**src/rtl/serial_frame_rx_pkg.sv**
```systemverilog
// Shared types and helpers for the bit-serial frame receiver.
package serial_frame_pkg;

    localparam int MAX_W = 16;

    typedef enum logic [2:0] {
        IDLE      = 3'd0,
        DATA      = 3'd1,
        PARITY    = 3'd2,
        STOP      = 3'd3,
        WAIT_IDLE = 3'd4
    } rx_state_t;

    // Zero-padding to MAX_W leaves the XOR unchanged, so any DATA_W fits.
    function automatic logic calc_parity(input logic [MAX_W-1:0] data, input logic odd);
        return (^data) ^ odd;
    endfunction

endpackage

```
**src/rtl/serial_frame_rx_if.sv**
```systemverilog
// Serial line and parallel result bundle for serial_frame_rx.
interface serial_frame_rx_if #(parameter int DATA_W = 8) ();

    logic              ser_in;
    logic [DATA_W-1:0] data_out;
    logic              data_valid;
    logic              parity_err;
    logic              frame_err;
    logic              busy;

    modport master (
        input  ser_in,
        output data_out, data_valid, parity_err, frame_err, busy
    );

    modport slave (
        output ser_in,
        input  data_out, data_valid, parity_err, frame_err, busy
    );

endinterface

```
**src/rtl/serial_frame_rx.sv**
```systemverilog
// Bit-serial start/data/parity/stop receiver; one bit per clock, LSB first.
//
// state     | meaning
// ----------+----------------------------------------------------------
// IDLE      | line idle, waiting for a low start bit
// DATA      | shifting DATA_W data bits into the shift register
// PARITY    | capturing the parity bit (only when PARITY_EN)
// STOP      | sampling stop bit, publishing word and error flags
// WAIT_IDLE | stop bit was low; wait for line high before rearming
module serial_frame_rx
    import serial_frame_pkg::*;
#(
    parameter int DATA_W     = 8,
    parameter int PARITY_EN  = 1,
    parameter int PARITY_ODD = 0
) (
    input  logic               clk,
    input  logic               rst,
    serial_frame_rx_if.master  rx
);

    localparam int CNT_W = $clog2(DATA_W + 1);
    localparam int IDX_W = (DATA_W > 1) ? $clog2(DATA_W) : 1;

    rx_state_t         state;
    rx_state_t         state_nxt;
    logic [CNT_W-1:0]  cnt;
    logic [DATA_W-1:0] shreg;
    logic              par_bit;
    logic              par_exp;
    logic              par_mis;
    logic              last_bit;
    logic [MAX_W-1:0]  shreg_ext;

    assign shreg_ext = MAX_W'(shreg);
    assign par_exp   = calc_parity(shreg_ext, 1'(PARITY_ODD));
    assign par_mis   = (PARITY_EN != 0) && (par_bit != par_exp);
    assign last_bit  = (cnt == CNT_W'(DATA_W - 1));

    always_comb begin
        state_nxt = state;
        case (state)
            IDLE:      if (!rx.ser_in) state_nxt = DATA;
            DATA:      if (last_bit) state_nxt = (PARITY_EN != 0) ? PARITY : STOP;
            PARITY:    state_nxt = STOP;
            STOP:      state_nxt = rx.ser_in ? IDLE : WAIT_IDLE;
            WAIT_IDLE: if (rx.ser_in) state_nxt = IDLE;
            default:   state_nxt = IDLE;
        endcase
    end

    always_ff @(posedge clk) begin
        if (rst) begin
            state         <= IDLE;
            cnt           <= '0;
            shreg         <= '0;
            par_bit       <= 1'b0;
            rx.data_out   <= '0;
            rx.data_valid <= 1'b0;
            rx.parity_err <= 1'b0;
            rx.frame_err  <= 1'b0;
            rx.busy       <= 1'b0;
        end else begin
            state         <= state_nxt;
            rx.busy       <= (state_nxt != IDLE);
            rx.data_valid <= 1'b0;
            rx.parity_err <= 1'b0;
            rx.frame_err  <= 1'b0;
            case (state)
                IDLE: cnt <= '0;
                DATA: begin
                    shreg[cnt[IDX_W-1:0]] <= rx.ser_in;
                    cnt                   <= cnt + CNT_W'(1);
                end
                PARITY: par_bit <= rx.ser_in;
                STOP: begin
                    rx.data_out   <= shreg;
                    rx.data_valid <= 1'b1;
                    rx.parity_err <= par_mis;
                    rx.frame_err  <= !rx.ser_in;
                end
                default: ;
            endcase
        end
    end

endmodule

```
**src/flat_wrapper.sv**
```systemverilog
// flat-port wrapper written by rule: the top's interface ports become plain ports
module serial_frame_rx_flat import serial_frame_pkg::*;
#(
    parameter int DATA_W     = 8,
    parameter int PARITY_EN  = 1,
    parameter int PARITY_ODD = 0
)
  (clk, rst, rx_ser_in, rx_data_out, rx_data_valid, rx_parity_err, rx_frame_err, rx_busy);
  serial_frame_rx_if #(.DATA_W(DATA_W)) rx_i ();
  input  logic clk;
  input  logic rst;
  input wire logic [$bits(rx_i.ser_in)-1:0] rx_ser_in;
  output wire logic [$bits(rx_i.data_out)-1:0] rx_data_out;
  output wire logic [$bits(rx_i.data_valid)-1:0] rx_data_valid;
  output wire logic [$bits(rx_i.parity_err)-1:0] rx_parity_err;
  output wire logic [$bits(rx_i.frame_err)-1:0] rx_frame_err;
  output wire logic [$bits(rx_i.busy)-1:0] rx_busy;
  assign rx_i.ser_in = rx_ser_in;
  assign rx_data_out = rx_i.data_out;
  assign rx_data_valid = rx_i.data_valid;
  assign rx_parity_err = rx_i.parity_err;
  assign rx_frame_err = rx_i.frame_err;
  assign rx_busy = rx_i.busy;
  serial_frame_rx #(.DATA_W(DATA_W), .PARITY_EN(PARITY_EN), .PARITY_ODD(PARITY_ODD)) u_core (.clk(clk), .rst(rst), .rx(rx_i));
endmodule
```
**config.mk**
```make
export PLATFORM = sky130hd
export DESIGN_NAME = serial_frame_rx_flat
export DESIGN_NICKNAME = d
export VERILOG_FILES = /design/src/rtl/serial_frame_rx_pkg.sv /design/src/rtl/serial_frame_rx_if.sv /design/src/rtl/serial_frame_rx.sv /design/src/flat_wrapper.sv
export SDC_FILE = /design/constraint.sdc
export NUM_CORES = 1
export LEC_CHECK = 0
export CORE_ASPECT_RATIO = 1.25
export CORE_MARGIN = 2
export CORE_UTILIZATION = 48
export CTS_CLUSTER_SIZE = 24
export DETAILED_ROUTE_END_ITERATION = 7
export PLACE_DENSITY = 0.71
export SYNTH_ARGS = -nofsm -noshare
export SYNTH_HDL_FRONTEND = slang
export SYNTH_SLANG_ARGS = --single-unit
export TNS_END_PERCENT = 30
```
**constraint.sdc**
```tcl
create_clock -name clk -period 1.21 [get_ports clk]
set_input_delay 0.242 -clock clk [delete_from_list [all_inputs] [get_ports clk]]
set_output_delay 0.242 -clock clk [all_outputs]
set_load 0.02 [all_outputs]
```
==> metrics.txt <==
n_diodes=0; Max Freq=770.0 MHz; Worst setup SP type=register; gr usage total=21.03%; placed cells=194; Pre-antenna DRT Iters=4; global-route wire length before repair=4781 um; Final nets=173; Post-synth EDFFs=0; Hold Slack=502.4 ps; initial DRC count=28; # IOs=15; CTS Buf Count=3; clock slew seen by the registers of the worst setup and hold paths=150 ps; mapped cell area=0.001244 mm^2; minimum clock period=1299 ps; failing checks=setup timing; global route overflow=0; final period utilization=107.3%; GRT Max-Usage Layer=met2; RSZ-0062 raised after global routing=true; Starting Density=50.71%; wire per inst=15.76 um; core area=0.002452 mm^2; vias per inst=5.562; Final Hold Viols=0; # hold bufs at CTS=0; Slew headroom=85.57%; fin cells=201; routed wire length=3167 um; CP Class=register to register; ys async rst share=0%; DRC=0; worst-margin pin slew=214.1 ps; library cells used by synthesis=37; TritonCTS clock tree=built; cell row count=20; number of global-route vias before repair=1061; final worst setup slack=-88.72 ps; met1 usage=23.88%; met2 usage=39.81%; Chip Width=49.53 um; max-cap violations=0; Clock Sinks=28; CP endpoint kind=register; Lkg Pwr=0.7574 nW; synth warn=0; area delta synth->final=43.56%; commonest non-fill, non-tap cell in the layout=buf_4; Max Buffers Root-to-Sink=2; CP Max Fanout=5; Vias=1118; Buffers on Ports=14; commonest non-fill, non-tap cells in the layout=buf_4 (22), dfxtp_1 (17), dfxtp_2 (11); Die ar.=0.003017 mm^2; Post-DP HPWL=2166 um; post-synthesis sequential area ratio=45.07%; ys flop type=dfxtp_1; CTS H-tree depth=1; worst hold path type=register to register; final setup fails=13; Pwr per Cell Area=966.5 mW/mm^2; status=finished with violations; met3 Usage GRT=2.709%; Seq cells post-synth=28; Critical Path AT=1530 ps; Mapped Cells=130; post-route ant nets=0; routability cong.=0.7905; Avg Inst Size Synth=9.567 um^2; Die H=60.91 um; largest net degree at the start of global routing=17; power consumption=1.726 mW; syn_nets=134; Worst-Skew Late Latency=320 ps; Clock Skews=1.140 ps; layout cells sized above 1=46.43%; Root Driver=clkbuf_4; data required time of the worst path=1440 ps; pins over their slew limit=0; initial antenna violation count=0; maximum VDD drop=0.5902 mV
[Yosys cell counts, types with 2 or more instances]
| library cell | instances | share of area [%] |
|---|---|---|
| nand3_1 | 7 | 2.8 |
| nor2_1 | 11 | 3.3 |
| mux2i_1 | 9 | 7.2 |
| a211oi_1 | 2 | 1.2 |
| o21ai_1 | 3 | 1.2 |
| xnor2_1 | 2 | 1.4 |
| nor2b_1 | 4 | 2.0 |
| nor3_1 | 2 | 0.80 |
| buf_2 | 3 | 1.2 |
| o31ai_1 | 2 | 1.2 |
| nand2_1 | 3 | 0.91 |
| xnor3_1 | 2 | 3.6 |
| or3_1 | 2 | 1.0 |
| dfxtp_1 | 28 | 45 |
| nand2b_1 | 5 | 2.5 |
| clkbuf_1 | 6 | 1.8 |
| nand4_1 | 2 | 1.0 |
| a21oi_1 | 13 | 5.2 |
| o21ai_0 | 6 | 2.4 |
[logic make-up after synthesis]
| logic type | Yosys count | share of synthesized area, % |
|---|---|---|
| AO/OA/AOI/OAI | 31 | 14.79 |
| multiplexers | 9 | 7.244 |
| flip-flops | 28 | 45.07 |
| buffers and inverters | 10 | 3.319 |
| AND/OR/NAND/NOR | 46 | 22.84 |
| XOR/XNOR | 5 | 5.735 |
| adder cells (fa/ha/maj) | 1 | 1.006 |
[state kept, by name, summed over array words and instances, names as in the netlist]
name                  cells
u_core.rx.data_out        8
u_core.shreg              8
u_core.cnt                4
u_core.state              3
u_core.par_bit            1
u_core.rx.busy            1
u_core.rx.data_valid      1
u_core.rx.frame_err       1
u_core.rx.parity_err      1
[critical path, cell delays in order (launching register included)]
cell and delay [ps]:
dfxtp_2 350, or4b_4 580, o31ai_2 190, a21oi_1 80
[layer usage]
metal	vias up	wire length, um
met3	4	65
met2	20	1744
li1	548	-
met4	0	29
met5	-	0
met1	546	1327
[cell type report]
type                       count  area [um^2]
fill                         186        666.9
sequential                    28        574.3
timing repair buffer          44        369.1
clock buffer                   3        22.52
clock inverter                 1        30.03
multi-input combinational     92        748.2
tap                           33        41.29
[timing repair]
action                     in CTS  in global routing
buffers inserted                1                  2
hold endpoints to repair        0                  0
pin swaps                       3                 11
setup endpoints to repair      33                 34
resized for setup              44                 37
gates cloned                    0                  0
[worst paths after layout]
kind | start | cells after the start | slack (ps) | end
max | u_core.state[2] | 3 | -90 | u_core.shreg[0]
min | u_core.cnt[3] | 2 | 500 | u_core.cnt[3]
max reg2reg | u_core.state[2] | 3 | -90 | u_core.shreg[0]
min reg2reg | u_core.cnt[3] | 2 | 500 | u_core.cnt[3]
[report_power, final]
| group | leakage [nW] | switching [mW] | total (mW) | internal, mW |
|---|---|---|---|---|
| combinational | 0.498 | 0.0878 | 0.178 | 0.0906 |
| sequential | 0.232 | 0.00764 | 0.941 | 0.933 |
| clock | 0.0279 | 0.272 | 0.606 | 0.335 |
[stage by stage]
| stage | util (%) | setup TNS [ps] | area, um^2 | worst slack (ps) |
|---|---|---|---|---|
| 6_report | 72.81 | -554.5 | 1785 | -88.72 |
| 5_1_grt | 72.81 | -1556 | 1785 | -127.6 |
| 4_1_cts | 69.44 | -691.0 | 1703 | -87.74 |
| 3_5_place_dp | 65.26 | -864.8 | 1600 | -109.2 |
| 3_3_place_gp | 65.26 | -523.7 | 1600 | -62.10 |
| 2_1_floorplan | - | -56.84 | 1245 | -53.63 |
Note: power is estimated with default switching activity, not from simulation.
